--- src/rtl/video_sync_decoder_if.sv ---
// Sync/enable stream into the decoder and the recovered raster timing coming back out.
interface video_sync_decoder_if;
    logic        h_sync;
    logic        v_sync;
    logic        disp_enbl;
    logic [10:0] h_coord;
    logic [9:0]  v_coord;
    logic        coord_valid;
    logic        locked;
    logic        frame_start;
    logic        timing_err;
    logic [15:0] frame_cnt;

    modport master (
        output h_sync, v_sync, disp_enbl,
        input  h_coord, v_coord, coord_valid, locked, frame_start, timing_err, frame_cnt
    );

    modport slave (
        input  h_sync, v_sync, disp_enbl,
        output h_coord, v_coord, coord_valid, locked, frame_start, timing_err, frame_cnt
    );
endinterface

--- src/rtl/video_sync_decoder.sv ---
// Recovers pixel coordinates from h_sync/v_sync/disp_enbl and locks once the
// measured line and frame timing matches the configured raster.
module video_sync_decoder #(
    parameter int H_ACTIVE         = 800,
    parameter int V_ACTIVE         = 600,
    parameter int H_TOTAL          = 1024,
    parameter int V_TOTAL          = 625,
    parameter bit SYNC_ACTIVE_HIGH = 1'b1,
    parameter int LOCK_FRAMES      = 2
) (
    input logic                 pixel_clk,
    input logic                 rst,
    video_sync_decoder_if.slave vid
);
    localparam logic [10:0] H_ACTIVE_W = 11'(H_ACTIVE);
    localparam logic [10:0] H_TOTAL_W  = 11'(H_TOTAL);
    localparam logic [9:0]  V_ACTIVE_W = 10'(V_ACTIVE);
    localparam logic [9:0]  V_TOTAL_W  = 10'(V_TOTAL);
    localparam logic [3:0]  LOCK_LAST  = 4'(LOCK_FRAMES - 1);

    typedef enum logic [1:0] {SEARCH, MEASURE, LOCKED} state_t;

    state_t      state;
    logic [3:0]  good_frames;

    logic        h_smp, v_smp, de_smp;
    logic        h_prev, v_prev, de_prev;
    logic        h_seen;
    logic [10:0] line_period;
    logic [10:0] de_run;
    logic [9:0]  de_falls;
    logic [9:0]  h_edges;
    logic        line_err_seen;

    logic [10:0] h_coord_q;
    logic [9:0]  v_coord_q;
    logic        coord_valid_q;
    logic        locked_q;
    logic        frame_start_q;
    logic        timing_err_q;
    logic [15:0] frame_cnt_q;

    logic        h_edge, v_edge, de_rise, de_fall, de_hold;
    logic        line_err_now, frame_good;
    logic [9:0]  de_falls_cl, h_edges_cl;

    function automatic logic [10:0] sat_inc11(input logic [10:0] val);
        return (val == '1) ? val : val + 11'd1;
    endfunction

    function automatic logic [9:0] sat_inc10(input logic [9:0] val);
        return (val == '1) ? val : val + 10'd1;
    endfunction

    // History is kept post-polarity, so a zeroed register always means "inactive".
    assign h_smp  = SYNC_ACTIVE_HIGH ? vid.h_sync : ~vid.h_sync;
    assign v_smp  = SYNC_ACTIVE_HIGH ? vid.v_sync : ~vid.v_sync;
    assign de_smp = vid.disp_enbl;

    // NOTE: every always_comb output gets a default first so no path can infer a latch.
    always_comb begin
        h_edge  = h_smp & ~h_prev;
        v_edge  = v_smp & ~v_prev;
        de_rise = de_smp & ~de_prev;
        de_fall = ~de_smp & de_prev;
        de_hold = de_smp & de_prev;

        de_falls_cl = de_fall ? sat_inc10(de_falls) : de_falls;
        h_edges_cl  = h_edge  ? sat_inc10(h_edges)  : h_edges;

        line_err_now = (de_fall && (de_run != H_ACTIVE_W)) ||
                       (h_edge && h_seen && (line_period != H_TOTAL_W));

        // Events in the closing cycle still belong to the frame being judged.
        frame_good = !line_err_seen && !line_err_now &&
                     (de_falls_cl == V_ACTIVE_W) && (h_edges_cl == V_TOTAL_W);
    end

    // NOTE: sequential state uses non-blocking assignments so every register sees pre-edge values.
    always_ff @(posedge pixel_clk or posedge rst) begin
        if (rst) begin
            h_prev        <= 1'b0;
            v_prev        <= 1'b0;
            de_prev       <= 1'b0;
            h_seen        <= 1'b0;
            line_period   <= '0;
            de_run        <= '0;
            de_falls      <= '0;
            h_edges       <= '0;
            line_err_seen <= 1'b0;
            h_coord_q     <= '0;
            v_coord_q     <= '0;
            coord_valid_q <= 1'b0;
            frame_start_q <= 1'b0;
        end else begin
            h_prev  <= h_smp;
            v_prev  <= v_smp;
            de_prev <= de_smp;

            if (h_edge) h_seen <= 1'b1;
            line_period <= h_edge ? 11'd1 : sat_inc11(line_period);

            if (de_rise)      de_run <= 11'd1;
            else if (de_hold) de_run <= sat_inc11(de_run);

            if (v_edge) begin
                de_falls      <= '0;
                h_edges       <= '0;
                line_err_seen <= 1'b0;
            end else begin
                de_falls      <= de_falls_cl;
                h_edges       <= h_edges_cl;
                line_err_seen <= line_err_seen | line_err_now;
            end

            coord_valid_q <= de_smp;
            frame_start_q <= v_edge;

            if (de_rise)      h_coord_q <= '0;
            else if (de_hold) h_coord_q <= sat_inc11(h_coord_q);

            if (v_edge)       v_coord_q <= '0;
            else if (de_fall) v_coord_q <= sat_inc10(v_coord_q);
        end
    end

    always_ff @(posedge pixel_clk or posedge rst) begin
        if (rst) begin
            state        <= SEARCH;
            good_frames  <= '0;
            locked_q     <= 1'b0;
            timing_err_q <= 1'b0;
            frame_cnt_q  <= '0;
        end else begin
            timing_err_q <= 1'b0;
            case (state)
                SEARCH: begin
                    if (v_edge) begin
                        state       <= MEASURE;
                        good_frames <= '0;
                    end
                end
                MEASURE: begin
                    if (v_edge) begin
                        if (!frame_good) begin
                            good_frames <= '0;
                        end else if (good_frames == LOCK_LAST) begin
                            state       <= LOCKED;
                            locked_q    <= 1'b1;
                            good_frames <= '0;
                        end else begin
                            good_frames <= good_frames + 4'd1;
                        end
                    end
                end
                LOCKED: begin
                    if (line_err_now || (v_edge && !frame_good)) begin
                        state        <= MEASURE;
                        locked_q     <= 1'b0;
                        timing_err_q <= 1'b1;
                        good_frames  <= '0;
                    end else if (v_edge) begin
                        frame_cnt_q <= frame_cnt_q + 16'd1;
                    end
                end
                default: begin
                    state       <= SEARCH;
                    locked_q    <= 1'b0;
                    good_frames <= '0;
                end
            endcase
        end
    end

    assign vid.h_coord     = h_coord_q;
    assign vid.v_coord     = v_coord_q;
    assign vid.coord_valid = coord_valid_q;
    assign vid.locked      = locked_q;
    assign vid.frame_start = frame_start_q;
    assign vid.timing_err  = timing_err_q;
    assign vid.frame_cnt   = frame_cnt_q;
endmodule

--- src/flat_wrapper.sv ---
// flat-port wrapper written by rule: the top's interface ports become plain ports
module video_sync_decoder_flat 
#(
    parameter int H_ACTIVE         = 800,
    parameter int V_ACTIVE         = 600,
    parameter int H_TOTAL          = 1024,
    parameter int V_TOTAL          = 625,
    parameter bit SYNC_ACTIVE_HIGH = 1'b1,
    parameter int LOCK_FRAMES      = 2
)
  (pixel_clk, rst, vid_h_sync, vid_v_sync, vid_disp_enbl, vid_h_coord, vid_v_coord, vid_coord_valid, vid_locked, vid_frame_start, vid_timing_err, vid_frame_cnt);
  video_sync_decoder_if vid_i ();
  input logic pixel_clk;
  input logic rst;
  input wire logic [$bits(vid_i.h_sync)-1:0] vid_h_sync;
  input wire logic [$bits(vid_i.v_sync)-1:0] vid_v_sync;
  input wire logic [$bits(vid_i.disp_enbl)-1:0] vid_disp_enbl;
  output wire logic [$bits(vid_i.h_coord)-1:0] vid_h_coord;
  output wire logic [$bits(vid_i.v_coord)-1:0] vid_v_coord;
  output wire logic [$bits(vid_i.coord_valid)-1:0] vid_coord_valid;
  output wire logic [$bits(vid_i.locked)-1:0] vid_locked;
  output wire logic [$bits(vid_i.frame_start)-1:0] vid_frame_start;
  output wire logic [$bits(vid_i.timing_err)-1:0] vid_timing_err;
  output wire logic [$bits(vid_i.frame_cnt)-1:0] vid_frame_cnt;
  assign vid_i.h_sync = vid_h_sync;
  assign vid_i.v_sync = vid_v_sync;
  assign vid_i.disp_enbl = vid_disp_enbl;
  assign vid_h_coord = vid_i.h_coord;
  assign vid_v_coord = vid_i.v_coord;
  assign vid_coord_valid = vid_i.coord_valid;
  assign vid_locked = vid_i.locked;
  assign vid_frame_start = vid_i.frame_start;
  assign vid_timing_err = vid_i.timing_err;
  assign vid_frame_cnt = vid_i.frame_cnt;
  video_sync_decoder #(.H_ACTIVE(H_ACTIVE), .V_ACTIVE(V_ACTIVE), .H_TOTAL(H_TOTAL), .V_TOTAL(V_TOTAL), .SYNC_ACTIVE_HIGH(SYNC_ACTIVE_HIGH), .LOCK_FRAMES(LOCK_FRAMES)) u_core (.pixel_clk(pixel_clk), .rst(rst), .vid(vid_i));
endmodule
--- config.mk ---
export PLATFORM = sky130hd
export DESIGN_NAME = video_sync_decoder_flat
export DESIGN_NICKNAME = d
export VERILOG_FILES = /design/src/rtl/video_sync_decoder_if.sv /design/src/rtl/video_sync_decoder.sv /design/src/flat_wrapper.sv
export SDC_FILE = /design/constraint.sdc
export NUM_CORES = 1
export LEC_CHECK = 0
export CORE_ASPECT_RATIO = 1.5
export CORE_MARGIN = 1.5
export CORE_UTILIZATION = 45
export CTS_CLUSTER_DIAMETER = 30
export DETAILED_ROUTE_END_ITERATION = 7
export DONT_BUFFER_PORTS = 1
export PLACE_DENSITY_LB_ADDON = 0.25
export SLEW_MARGIN = 20
export SYNTH_ARGS = -nofsm -noshare
export SYNTH_HDL_FRONTEND = slang
export SYNTH_SLANG_ARGS = --single-unit
--- constraint.sdc ---
create_clock -name pixel_clk -period 3.55 [get_ports pixel_clk]
set_input_delay 0.71 -clock pixel_clk [delete_from_list [all_inputs] [get_ports pixel_clk]]
set_output_delay 0.71 -clock pixel_clk [all_outputs]
set_load 0.1 [all_outputs]
# ---- After elaboration in Yosys (flattened, before gate mapping)
# Index checks and enable logic that the tools add are counted.
# Widths: inputs -> output; s select.
dict set report totals {
  output_inout_bits 41
  ramBits 0
  input_bits 5
  mem_count 0
  romBits 0
  latchBits 0
  ff_bits 93
  elab_cells 118
}
dict set report op_classes {
  bitwise 12
  n_mul 0
  order_cmp 0
  eq_ne 22
  n_reduce_logical 22
  add_sub_neg 8
  shifts 0
  n_mux 37
  n_div 0
}
# cell count
set op_table {}
lappend op_table {{$mux 10} 9}
lappend op_table {{$mux 11} 8}
lappend op_table {{$eq 10x10->1 const B} 5}
lappend op_table {{$add 11x1->11 const B} 3}
lappend op_table {{$eq 11x11->1 const B} 3}
lappend op_table {{$add 10x1->10 const B} 3}
lappend op_table {{$mux 4} 5}
lappend op_table {{$ne 2x1->1 const B} 9}
lappend op_table {{$add 16x1->16 const B} 1}
lappend op_table {{$pmux 4 s3} 1}
lappend op_table {{$ne 11x10->1 const B} 1}
lappend op_table {{$ne 11x11->1 const B} 1}
lappend op_table {{$mux 2} 5}
lappend op_table {{$reduce_and 5->1} 2}
lappend op_table {{$logic_and 1x1->1} 7}
lappend op_table {{$mux 1} 7}
lappend op_table {{$not 1->1} 6}
lappend op_table {{$pmux 2 s3} 1}
lappend op_table {{$reduce_and 2->1} 3}
lappend op_table {{$reduce_and 3->1} 2}
lappend op_table {{$and 1x1->1} 5}
lappend op_table {{$add 4x1->4 const B} 1}
lappend op_table {{$eq 4x1->1 const B} 1}
lappend op_table {{$reduce_bool 2->1} 2}
lappend op_table {{other kinds (7)} 10}

# ---- Longest topological paths before layout
dict set report depth {
  ltp_word 14
  ltp_mapped 10
  mapped_depth_nobuf 9
}

# ---- Least setup slack after synthesis
# Ideal clock, no wire load.
dict set report synth_timing {
  path_kind {register -> register}
  from {register u_core.de_prev}
  to {register u_core.frame_cnt_q[6], in the netlist u_core.vid.frame_cnt[6]}
  path_stages_with_launch 10
  synth_period_minus_slack_ns 3.107
  setup_ns 0.159
  arrival_time_ns 2.948
  n_path_buf 2
  path_slack_ns 0.443
  cell_sequence {dfrtp_1 -> and4b_1 -> buf_4 -> and4_1 -> o22ai_1 -> or4b_4 -> nor4_4 -> buf_6 -> nand4_1 -> xnor2_1}
}
dict set report synth_between {
  elab_chain_len 12
}
# item line
set synth_rtl {}
lappend synth_rtl {{start: declaration} video_sync_decoder.sv:27} ;# logic h_prev, v_prev, de_prev;
lappend synth_rtl {{start signal: assignment} video_sync_decoder.sv:98} ;# de_prev <= de_smp;
lappend synth_rtl {{$and 1x1->1 *} video_sync_decoder.sv:65} ;# de_fall = ~de_smp & de_prev;
lappend synth_rtl {{parallel branches: the longest is 8 deep, another holds $mux 10} --}
lappend synth_rtl {{$logic_or 1x1->1 *} video_sync_decoder.sv:157} ;# if (line_err_now || (v_edge && !frame_good)) begin
lappend synth_rtl {{$not 1->1 (no line) *} --}
lappend synth_rtl {{$reduce_and 3->1 (no line) *} --}
lappend synth_rtl {{end signal: assignment} video_sync_decoder.sv:163} ;# frame_cnt_q <= frame_cnt_q + 16'd1;
lappend synth_rtl {{end: declaration} video_sync_decoder.sv:41} ;# logic [15:0] frame_cnt_q;
# Every way passes the cells marked *.
# A chain may end at the register's enable or synchronous reset.

# ---- Final worst setup path
dict set report layout_timing {
  from {register u_core.h_edges[0]}
  to {register u_core.frame_cnt_q[6], in the netlist u_core.vid.frame_cnt[6]}
}
dict set report layout_between {
  elab_chain_len 10
}
# item line
set layout_rtl {}
lappend layout_rtl {{start: declaration} video_sync_decoder.sv:32} ;# logic [9:0] h_edges;
lappend layout_rtl {{start signal: assignment} video_sync_decoder.sv:112} ;# h_edges <= h_edges_cl;
lappend layout_rtl {{$add 10x1->10 / $eq 10x10->1 (equally long branches)} video_sync_decoder.sv:52} ;# return (val == '1) ? val : val + 10'd1;
lappend layout_rtl {{$mux 10} video_sync_decoder.sv:52}
lappend layout_rtl {{$mux 10 *} video_sync_decoder.sv:69} ;# h_edges_cl = h_edge ? sat_inc10(h_edges) : h_edges;
lappend layout_rtl {{$eq 10x10->1 *} video_sync_decoder.sv:76} ;# (de_falls_cl == V_ACTIVE_W) && (h_edges_cl == V_TOTAL_W);
lappend layout_rtl {{$logic_and 1x1->1 *} video_sync_decoder.sv:76}
lappend layout_rtl {{$logic_not 1->1 *} --}
lappend layout_rtl {{$logic_and 1x1->1 *} video_sync_decoder.sv:157}
lappend layout_rtl {{$logic_or 1x1->1 *} video_sync_decoder.sv:157}
lappend layout_rtl {{$not 1->1 (no line) *} --}
lappend layout_rtl {{$reduce_and 3->1 (no line) *} --}
# Every way passes the cells marked *; elsewhere a longest branch is shown, timed or not.

==> flow_summary.json <==
{
  "holdWs_ns": 0.336,
  "yosysUniqueCellTypes": 62,
  "postCtsSetupBuffers": 0,
  "dp_cells": 691,
  "area_delta_synth_final_pct": 14.4,
  "synth_mux_area_share_pct": 2.89,
  "skew_ns": 0.00852,
  "die_h_um": 132,
  "r2r_start": "u_core.h_edges[0]$_DFF_PP0_",
  "drt_wl_total_um": 10400,
  "grt_pass1_vias": 3969,
  "cts_sinks": 93,
  "synth_top_family_by_area": "simple AND/OR/NAND/NOR gates",
  "dr_total_vias": 3923,
  "antenna_found_initial": 0,
  "crit_fanout": 14,
  "tns_ns": 0,
  "h-tree-depth": 3,
  "crit_chain": "ha_1 -> and4_4 -> a31oi_2 -> o32ai_1 -> or4b_1 -> nor4_4 -> buf_4 -> nand4_1 -> xnor2_1",
  "grt_first_pass_wirelength_um": 17900,
  "postCtsHoldBufs": 0,
  "synth-compound-area-share_pct": 8.84,
  "synth-edff-count": 0,
  "synth_xor_area_share_pct": 8.44,
  "p_sw_share_pct": 27.8,
  "required_ns": 3.77,
  "firstDrtPassIters": 5,
  "final_nets": 574,
  "cts_tree": "built",
  "rsz0062_at_grt": "false",
  "insertion_delay_ns": 0.34,
  "avgSynthCellArea_um2": 9.47,
  "report.final.slew_viol_count": 0,
  "max_slew.worst_pin.slew_ns": 0.982,
  "power_frac_seq_pct": 46.0,
  "drc": 0,
  "clockBufferDepth": 2,
  "min_period_over_period_pct": 87.8,
  "grt_usage_pct": 19.0,
  "cts_resized": 0,
  "die_width_um": 88.9,
  "place_hpwl_um": 7530,
  "finalHoldViolCount": 0,
  "ys_seq_area_share_pct": 46.7,
  "crit_arrival_ns": 3.34,
  "path_class": "reg -> reg",
  "comb_power_share_pct": 13.3,
  "drtIter0Drc": 294,
  "intPower_w": 0.00186,
  "cts_made_buffers": 9,
  "gp_congestion": 0.837,
  "drt-vias-per-instance": 5.55,
  "powerDensity_nw_per_um2": 452,
  "maxCapViolations": 0,
  "clkPwrFrac_pct": 40.6,
  "fmaxAchievable_ghz": 0.321,
  "ys_ff_latch": 93,
  "clk_pin_slew_worst_paths_ns": 0.07,
  "crit_buf_inv": 1,
  "peakVddDrop_mv": 0.310,
  "initial_utilization_pct": 46.6,
  "clk_root_buffer_cell": "clkbuf_16",
  "p_sw_w": 0.000717,
  "die-area_um2": 11700,
  "layout.cells.non_filler": 707,
  "grt-ovfl-total": 0,
  "critPathMaxStageDelay_ns": 0.53,
  "status": "finished, final reports clean",
  "drive_gt1_share_pct": 12.1,
  "period_needed_ns": 3.12,
  "cp_top_family": "simple AND/OR/NAND/NOR gates",
  "setup_violations": 0,
  "synth_fp_nets": 542,
  "ys_warn_count": 0,
  "std_cell_rows": 46,
  "diodes": 0,
  "p_leak_nw": 2.51,
  "slew_headroom_pct": 34.5,
  "netlist_area_um2": 4980,
  "worstHoldPathType": "in -> async",
  "avgRoutedWirePerCell_um": 14.7,
  "yosys.area_share.adder_pct": 2.76,
  "synth_ff_type": "dfrtp_1",
  "yosys.area_share.simple_pct": 26.7,
  "crit_path_start_kind": "flop",
  "fp.coreArea_um2": 10700,
  "pin_count": 46,
  "worstSetupEndpointType": "flop",
  "p_total_w": 0.00257,
  "async_flop_share_pct": 100,
  "synthCells": 526,
  "crit_path_start": "u_core.h_edges[0]$_DFF_PP0_",
  "final_antenna_net_count": 0,
  "nFillCells": 1012,
  "cpMaxStageDelayCell": "or4b_1",
  "io_buffers": 0,
  "grt_max_degree": 54
}
==> routing by layer <==
layer	global-route usage, %	vias to the layer above	share of wire [%]
li1	-	1925	-
met3	4.38	11	3.0
met5	0	-	0
met4	5.99	0	1.7
met2	33.8	66	54
met1	21.9	1921	41
==> cells in the mapped netlist, drive strengths merged, types with 2 or more instances <==
cell type | number | area, um2
o31a | 2 | 17.5
nand3 | 36 | 180
and3 | 16 | 100
and4b | 2 | 20.0
nor2 | 71 | 267
mux2i | 11 | 110
and2 | 5 | 31.3
xnor2 | 28 | 245
o21ai | 11 | 55.1
a31o | 2 | 17.5
clkbuf | 12 | 45.0
nand2b | 10 | 62.6
nand4b | 2 | 17.5
a211oi | 2 | 15.0
a41oi | 3 | 26.3
or3 | 6 | 37.5
nand4 | 23 | 150
dfrtp | 93 | 2330
a21o | 2 | 15.0
ha | 11 | 138
o21a | 2 | 15.0
nor3 | 18 | 90.1
xor2 | 20 | 175
nor4 | 7 | 58.8
a31oi | 6 | 43.8
nor2b | 5 | 31.3
nand3b | 3 | 22.5
o211ai | 2 | 15.0
o21bai | 2 | 15.0
nand2 | 31 | 116
buf | 8 | 53.8
or4b | 2 | 23.8
and4 | 9 | 81.3
a22oi | 2 | 15.0
a21oi | 19 | 95.1
o22ai | 2 | 12.5
inv | 22 | 82.6
mux2 | 3 | 33.8
==> metrics by stage <==
stage | util, % | worst slack [ns] | cell area, um2
after global placement | 50.2 | 0.519 | 5380
after floorplan | - | 0.420 | 4980
after global routing | 53.3 | 0.232 | 5700
final | 53.3 | 0.432 | 5700
after CTS | 53.3 | 0.433 | 5700
after detailed placement | 50.2 | 0.454 | 5380
==> kinds of logic after synthesis <==
family | Yosys count
fa+ha+maj | 11
compound gates | 66
simple gates | 251
buf+inv | 43
mux | 14
flops | 93
xor+xnor | 48
==> worst paths after layout <==
kind / endpoint / slack (ns) / cells past startpoint
worst max register to register: u_core.vid.frame_cnt[6]$_DFFE_PP0P_ / 0.43 / 9
min in group pixel_clk: u_core.v_prev$_DFF_PP0_ / 0.39 / 0
max in group asynchronous: u_core.vid.frame_cnt[14]$_DFFE_PP0P_ / 2.49 / 2
worst min-delay path: u_core.vid.h_coord[1]$_DFFE_PP0P_ / 0.34 / 1
worst max-delay path: u_core.vid.frame_cnt[6]$_DFFE_PP0P_ / 0.43 / 9
worst min register to register: u_core.h_seen$_DFFE_PP0P_ / 0.48 / 1
==> layout by cell type (no fill, tap or decap), drive strengths merged, types with 3 or more instances in the layout <==
cell type	instances
nand2b	10
nor4	7
and4	9
a21oi	19
and2	5
dfrtp	93
xnor2	28
mux2	3
nor2b	5
o21ai	11
nand2	31
buf	41
nor2	71
a31oi	6
clkbuf	11
or3	6
nand4	23
ha	11
mux2i	11
nand3	36
nand3b	3
and3	16
inv	22
a41oi	3
xor2	20
nor3	18
==> area by class of cell <==
class	count	area (um2)	area share, %
sequential	93	2330	40.8
timing repair buffer	41	308	5.40
tap	144	180	3.16
clock buffer	11	243	4.26
multi-input combinational	390	2470	43.3
inverter	23	88.8	1.56
clock inverter	5	83.8	1.47
==> registers in the layout, summed over array words and instances, names as in the netlist, 2 cells and up <==
signal,flops
u_core.vid.h_coord,11
u_core.vid.frame_cnt,16
u_core.line_period,11
u_core.vid.v_coord,10
u_core.state,2
u_core.de_run,11
u_core.h_edges,10
u_core.de_falls,10
u_core.good_frames,4
==> power by group through the flow <==
stage	Combinational [W]	Sequential (W)	Clock, W
3_3_place_gp	0.000336	0.00120	0
4_1_cts	0.000350	0.00118	0.00106
5_1_grt	0.000386	0.00119	0.00111
2_1_floorplan	0.000181	0.00129	0
3_5_place_dp	0.000349	0.00120	0
6_report	0.000344	0.00118	0.00105
Power figures use the tool's default switching activity.
